<file path="src/rtl/branch_pkg.sv">
// Shared types and counter helpers for the dynamic branch predictor.
// BTB geometry is fixed here so the entry struct can be shared between modules.
package branch_pkg;

  localparam int unsigned XLEN        = 32;
  localparam int unsigned BTB_ENTRIES = 16;
  localparam int unsigned IDX_W       = $clog2(BTB_ENTRIES);
  localparam int unsigned TAG_W       = XLEN - IDX_W - 2;
  localparam int unsigned CNT_MAX_W   = 4;

  typedef enum logic [1:0] {
    BRANCH = 2'd0,
    JUMP   = 2'd1,
    CALL   = 2'd2,
    RET    = 2'd3
  } kind_e;

  typedef struct packed {
    logic             valid;
    logic [TAG_W-1:0] tag;
    kind_e            kind;
    logic [XLEN-1:0]  target;
  } btb_entry_t;

  // Counters are carried at CNT_MAX_W bits; 'bits' is the live counter width.
  function automatic logic [CNT_MAX_W-1:0] sat_inc(input logic [CNT_MAX_W-1:0] c,
                                                   input int unsigned bits);
    logic [CNT_MAX_W-1:0] max_v;
    max_v = CNT_MAX_W'((1 << bits) - 1);
    return (c >= max_v) ? max_v : c + 1'b1;
  endfunction

  function automatic logic [CNT_MAX_W-1:0] sat_dec(input logic [CNT_MAX_W-1:0] c);
    return (c == '0) ? '0 : c - 1'b1;
  endfunction

  // Weakly-taken / weakly-not-taken values straddle the MSB boundary.
  function automatic logic [CNT_MAX_W-1:0] cnt_reset(input int unsigned bits,
                                                     input logic weak_taken);
    return weak_taken ? CNT_MAX_W'(1 << (bits - 1)) : CNT_MAX_W'((1 << (bits - 1)) - 1);
  endfunction

endpackage

</file>
<file path="src/rtl/branch_predictor_ras.sv">
// Circular return-address stack; pushing when full overwrites the oldest entry.
module return_address_stack #(
  parameter int unsigned DEPTH = 4,
  parameter int unsigned W     = 32
) (
  input  logic         clk_i,
  input  logic         rst_ni,
  input  logic         push_i,
  input  logic         pop_i,
  input  logic [W-1:0] data_i,
  output logic [W-1:0] top_o,
  output logic         empty_o
);

  localparam int unsigned PTR_W = $clog2(DEPTH);
  localparam int unsigned CNT_W = PTR_W + 1;

  logic [W-1:0]     stack_q [DEPTH];
  logic [PTR_W-1:0] ptr_q;
  logic [PTR_W-1:0] top_idx;
  logic [CNT_W-1:0] count_q;

  assign top_idx = ptr_q - PTR_W'(1);
  assign top_o   = stack_q[top_idx];
  assign empty_o = (count_q == '0);

  // ptr_q is the next free slot; it wraps so a full push lands on the oldest entry.
  always_ff @(posedge clk_i or negedge rst_ni) begin
    if (!rst_ni) begin
      for (int i = 0; i < int'(DEPTH); i++) stack_q[i] <= '0;
      ptr_q   <= '0;
      count_q <= '0;
    end else if (push_i) begin
      stack_q[ptr_q] <= data_i;
      ptr_q          <= ptr_q + PTR_W'(1);
      if (count_q != CNT_W'(DEPTH)) count_q <= count_q + CNT_W'(1);
    end else if (pop_i && !empty_o) begin
      ptr_q   <= top_idx;
      count_q <= count_q - CNT_W'(1);
    end
  end

endmodule

</file>
<file path="src/rtl/branch_predictor.sv">
// Fetch-stage predictor: direct-mapped BTB with direction counters and a RAS,
// trained by resolved outcomes from execute.
module branch_predictor
  import branch_pkg::*;
#(
  parameter int unsigned CNT_BITS  = 2,
  parameter int unsigned RAS_DEPTH = 4,
  parameter int unsigned PERF_W    = 32
) (
  input  logic              clk_i,
  input  logic              rst_ni,
  input  logic [XLEN-1:0]   fetch_pc_i,
  output logic              pred_taken_o,
  output logic [XLEN-1:0]   pred_target_o,
  input  logic              res_valid_i,
  input  logic [XLEN-1:0]   res_pc_i,
  input  logic [1:0]        res_kind_i,
  input  logic              res_taken_i,
  input  logic [XLEN-1:0]   res_target_i,
  input  logic              res_pred_taken_i,
  input  logic [XLEN-1:0]   res_pred_target_i,
  output logic              redirect_o,
  output logic [XLEN-1:0]   redirect_pc_o,
  output logic [PERF_W-1:0] mispredict_cnt_o
);

  btb_entry_t          btb_q [BTB_ENTRIES];
  logic [CNT_BITS-1:0] cnt_q [BTB_ENTRIES];
  logic [PERF_W-1:0]   mis_cnt_q;

  logic [IDX_W-1:0]    f_idx, r_idx;
  logic [TAG_W-1:0]    f_tag, r_tag;
  btb_entry_t          f_ent, r_ent;
  logic                f_hit, r_hit;
  kind_e               r_kind;
  logic [CNT_BITS-1:0] cnt_d;
  logic [XLEN-1:0]     ras_top;
  logic                ras_empty;

  assign f_idx  = fetch_pc_i[IDX_W+1:2];
  assign f_tag  = fetch_pc_i[XLEN-1:IDX_W+2];
  assign f_ent  = btb_q[f_idx];
  assign f_hit  = f_ent.valid && (f_ent.tag == f_tag);

  assign r_idx  = res_pc_i[IDX_W+1:2];
  assign r_tag  = res_pc_i[XLEN-1:IDX_W+2];
  assign r_ent  = btb_q[r_idx];
  assign r_hit  = r_ent.valid && (r_ent.tag == r_tag);
  assign r_kind = kind_e'(res_kind_i);

  assign mispredict_cnt_o = mis_cnt_q;

  // Same-cycle lookup; tables are read before any update of this edge lands.
  always_comb begin
    pred_taken_o  = 1'b0;
    pred_target_o = fetch_pc_i + XLEN'(4);
    if (f_hit) begin
      case (f_ent.kind)
        RET: begin
          pred_taken_o  = 1'b1;
          pred_target_o = ras_empty ? f_ent.target : ras_top;
        end
        JUMP, CALL: begin
          pred_taken_o  = 1'b1;
          pred_target_o = f_ent.target;
        end
        default: begin
          if (cnt_q[f_idx][CNT_BITS-1]) begin
            pred_taken_o  = 1'b1;
            pred_target_o = f_ent.target;
          end
        end
      endcase
    end
  end

  always_comb begin
    redirect_o    = res_valid_i &&
                    ((res_taken_i != res_pred_taken_i) ||
                     (res_taken_i && (res_target_i != res_pred_target_i)));
    redirect_pc_o = res_taken_i ? res_target_i : res_pc_i + XLEN'(4);
  end

  // A taken branch landing on a foreign or empty entry starts fresh at weakly-taken.
  always_comb begin
    cnt_d = cnt_q[r_idx];
    if (res_taken_i) begin
      cnt_d = r_hit ? CNT_BITS'(sat_inc(CNT_MAX_W'(cnt_q[r_idx]), CNT_BITS))
                    : CNT_BITS'(cnt_reset(CNT_BITS, 1'b1));
    end else begin
      cnt_d = CNT_BITS'(sat_dec(CNT_MAX_W'(cnt_q[r_idx])));
    end
  end

  always_ff @(posedge clk_i or negedge rst_ni) begin
    if (!rst_ni) begin
      for (int i = 0; i < int'(BTB_ENTRIES); i++) begin
        btb_q[i] <= '0;
        cnt_q[i] <= CNT_BITS'(cnt_reset(CNT_BITS, 1'b0));
      end
      mis_cnt_q <= '0;
    end else begin
      if (redirect_o && (mis_cnt_q != '1)) mis_cnt_q <= mis_cnt_q + PERF_W'(1);
      if (res_valid_i) begin
        if (r_kind == BRANCH) cnt_q[r_idx] <= cnt_d;
        if (res_taken_i) begin
          btb_q[r_idx] <= '{valid: 1'b1, tag: r_tag, kind: r_kind, target: res_target_i};
        end
      end
    end
  end

  return_address_stack #(
    .DEPTH (RAS_DEPTH),
    .W     (XLEN)
  ) u_ras (
    .clk_i   (clk_i),
    .rst_ni  (rst_ni),
    .push_i  (res_valid_i && (r_kind == CALL)),
    .pop_i   (res_valid_i && (r_kind == RET)),
    .data_i  (res_pc_i + XLEN'(4)),
    .top_o   (ras_top),
    .empty_o (ras_empty)
  );

endmodule

</file>
<file path="config.mk">
export PLATFORM = sky130hd
export DESIGN_NAME = branch_predictor
export DESIGN_NICKNAME = d
export VERILOG_FILES = /design/src/rtl/branch_pkg.sv /design/src/rtl/branch_predictor_ras.sv /design/src/rtl/branch_predictor.sv
export SDC_FILE = /design/constraint.sdc
export NUM_CORES = 2
export LEC_CHECK = 0
export CELL_PAD_IN_SITES_DETAIL_PLACEMENT = 1
export CELL_PAD_IN_SITES_GLOBAL_PLACEMENT = 2
export CORE_MARGIN = 2
export CORE_UTILIZATION = 48
export DETAILED_ROUTE_END_ITERATION = 7
export PLACE_DENSITY_LB_ADDON = 0.05
export SYNTH_ARGS = -nofsm -noshare
export SYNTH_HDL_FRONTEND = slang
export SYNTH_HIERARCHICAL = 1
export SYNTH_SLANG_ARGS = --single-unit
</file>
<file path="constraint.sdc">
create_clock -name clk_i -period 13.61 [get_ports clk_i]
set_input_delay 2.0415 -clock clk_i [delete_from_list [all_inputs] [get_ports clk_i]]
set_output_delay 2.0415 -clock clk_i [all_outputs]
set_load 0.005 [all_outputs]
</file>
==> flow_metrics.env <==
export IMPL_power_leakage_nw=29.6
export IMPL_slew_violations=0
export IMPL_io_pins=233
export IMPL_yosysTopAreaCellShare=0.476
export IMPL_vdd_ir_drop_max_mv=0.157
export IMPL_p_per_area_nw_per_um2=164
export IMPL_placed_cells=5888
export IMPL_numCtsBuffers=135
export IMPL_slew_limit_headroom=0.120
export IMPL_grt_antenna_before_repair=10
export IMPL_cp_arrival_ps=7740
export IMPL_synth_distinct_cells=94
export IMPL_fin_util=0.548
export IMPL_first_iter_violations=3501
export IMPL_synth_edf_count=0
export IMPL_fmax_ghz=0.102
export IMPL_cts_sinks=1173
export IMPL_crit_required_ps=11570
export IMPL_drive_gt1_frac=0.427
export IMPL_initial_core_util=0.484
export IMPL_drtPass1Iterations=5
export IMPL_clk_latency_ps=780
export IMPL_nets=4523
export IMPL_synth_fp_nets=4435
export IMPL_rrSetupSlack_ps=9460
export IMPL_syn_avg_cell_area_um2=14.2
export IMPL_fin_tns_setup_ps=0
export IMPL_cts_buffer_depth=3
export IMPL_hold_path_depth=1
export IMPL_setup_viol=0
export IMPL_max_slew_worst_pin_slew_ps=1310
export IMPL_fin_crit_ps=9780
export IMPL_holdWs_ps=487
export IMPL_via_per_inst=6.47
export IMPL_critical_path_class="input port to output port"
export IMPL_overflow=0
export IMPL_ys_seq_elements=1173
export IMPL_h_tree_depth=4
export IMPL_coreArea_um2=126000
export IMPL_hold_start="btb_q[609]"
export IMPL_skew_ps=19.9
export IMPL_gp_congestion=0.998
export IMPL_grt_pass1_vias=41689
export IMPL_hpwlAfterDp_um=140000
export IMPL_ff2ff_path_depth=8
export IMPL_r2r_start="btb_q[719]"
export IMPL_cts_tree="done"
export IMPL_nFillCells=11942
export IMPL_die_area_um2=130000
export IMPL_wire_per_inst_um=34.8
export IMPL_finalCritPeriodShare=0.719
export IMPL_ys_seq_area_frac=0.483
export IMPL_die_x_um=360
export IMPL_gr_usage_all_layers=0.331
export IMPL_async_flop_share=1.00
export IMPL_max_cap_violations=0
export IMPL_rsz0062_at_grt="false"
export IMPL_synthTopCellsByArea="dfrtp_1 48%, mux2_2 21%, mux4_2 14%"
export IMPL_hold_viol_final=0
export IMPL_vias=39613
export IMPL_syn_inst=4287
export IMPL_endpoint_kind="output port"
export IMPL_area_growth_pct=13.2
export IMPL_cts_clk_slew_worst_paths_ps=60
export IMPL_drt_wl_total_um=213000
export IMPL_drt_antenna_violating_nets=0
export IMPL_fin_cells=6126
export IMPL_status="completed"
export IMPL_yosys_area_top_type="dfrtp_1"
export IMPL_ctsResizeCount=0
export IMPL_ctsHoldBuffers=0
export IMPL_synth_area_um2=60800
export IMPL_ctsRootBufferMaster="clkbuf_16"
export IMPL_min_path_type="flip-flop to flip-flop"
export IMPL_critical_path_peak_fanout=85
export IMPL_io_buffers=232
export IMPL_grt_pass1_wl_um=309000
export IMPL_grt_max_degree=164
export IMPL_synthFlopType="dfrtp_1"
export IMPL_drc=0
export IMPL_whs_endpoint="btb_q[609]"
export IMPL_placementRows=130
export IMPL_cp_start_kind="input port"
export IMPL_die_h_um=360
export IMPL_r2r_end="cnt_q[3]"
export IMPL_ys_warn_count=6
export IMPL_p_total_mw=11.3
export IMPL_postCtsSetupBuffers=0
[report_power, final]
| group | internal (mW) | switching (mW) |
|---|---|---|
| combinational | 1.41 | 1.37 |
| sequential | 4.28 | 0.487 |
| clock | 2.21 | 1.51 |
[cell type report]
class	instances	area (µm²)	share of cell area
multi-input combinational	2658	29400	0.428
clock buffer	208	4150	0.0603
timing repair buffer	354	3270	0.0474
sequential	1173	29400	0.427
clock inverter	29	354	0.00514
tap	1650	2060	0.0300
inverter	53	201	0.00293
antenna	1	2.50	0.0000363
[metrics by stage]
stage	setup slack [ps]	area (µm²)
2_1_floorplan	5850	60800
3_3_place_gp	4070	64400
3_5_place_dp	4070	64400
4_1_cts	4050	68900
5_1_grt	3800	68900
6_report	3830	68900
[state kept, by name, summed over array words and instances, names as in the netlist]
name	flops
cnt_q	32
u_ras/count_q	3
u_ras/stack_q	128
btb_q	976
u_ras/ptr_q	2
mispredict_cnt_o	32
[cell usage after synthesis (all sizes together), types with 8 or more instances]
library cell	number
dfrtp	1157
mux2	1125
mux4	366
clkbuf	268
mux2i	194
buf	135
nand2	109
nor2	96
o21ai	93
xnor2	83
xor2	68
a22o	53
inv	52
a22oi	51
nand3	51
nand4	39
nor3	31
nor4	30
a21oi	22
nor2b	19
or2	19
and3	18
o22a	18
dfstp	16
o22ai	13
ha	12
a31oi	11
a221oi	10
nand2b	10
and4	8
[worst max-delay path: stages]
cell	delay, ps
buf_8	630
buf_4	880
mux4_2	410
mux2i_1	480
xnor2_1	180
a32oi_1	150
nor4_1	200
and4_1	580
and4b_1	940
mux2i_1	450
clkdlybuf4s50_1	600
[kinds of logic after synthesis]
logic type,share of synthesized area
simple gates,0.0403
fa+ha+maj,0.00280
buf+inv,0.0354
flops,0.483
mux,0.376
xor+xnor,0.0217
compound gates,0.0413
[layout by cell type (no fill, tap or decap), types with 51 or more instances in the layout]
cell,instances
a22o_1,53
a22oi_1,51
buf_4,123
clkbuf_16,144
clkdlybuf4s50_1,223
dfrtp_1,1156
mux2_2,1125
mux2i_1,194
mux4_2,365
nand2_1,109
nand3_1,51
nor2_1,79
o21ai_0,71
xnor2_1,83
xor2_1,68
[how the worst max path moves through the flow]
stage / start / endpoint / cells past startpoint
floorplan: fetch_pc_i[2] / pred_target_o[12] / 18
global placement: fetch_pc_i[2] / pred_target_o[2] / 12
detailed placement: fetch_pc_i[3] / pred_target_o[2] / 11
CTS: fetch_pc_i[3] / pred_target_o[2] / 11
global route: fetch_pc_i[2] / pred_target_o[2] / 12
finish: fetch_pc_i[3] / pred_target_o[2] / 11
[layer usage]
metal / vias to the layer above / routed length [µm] / GRT usage
met5: - / 21 / 0
met4: 4 / 7850 / 0.119
met3: 317 / 14600 / 0.0693
met2: 1437 / 97400 / 0.506
met1: 21596 / 93300 / 0.467
li1: 16259 / - / -
No activity file was read; power rests on OpenSTA's default activity.
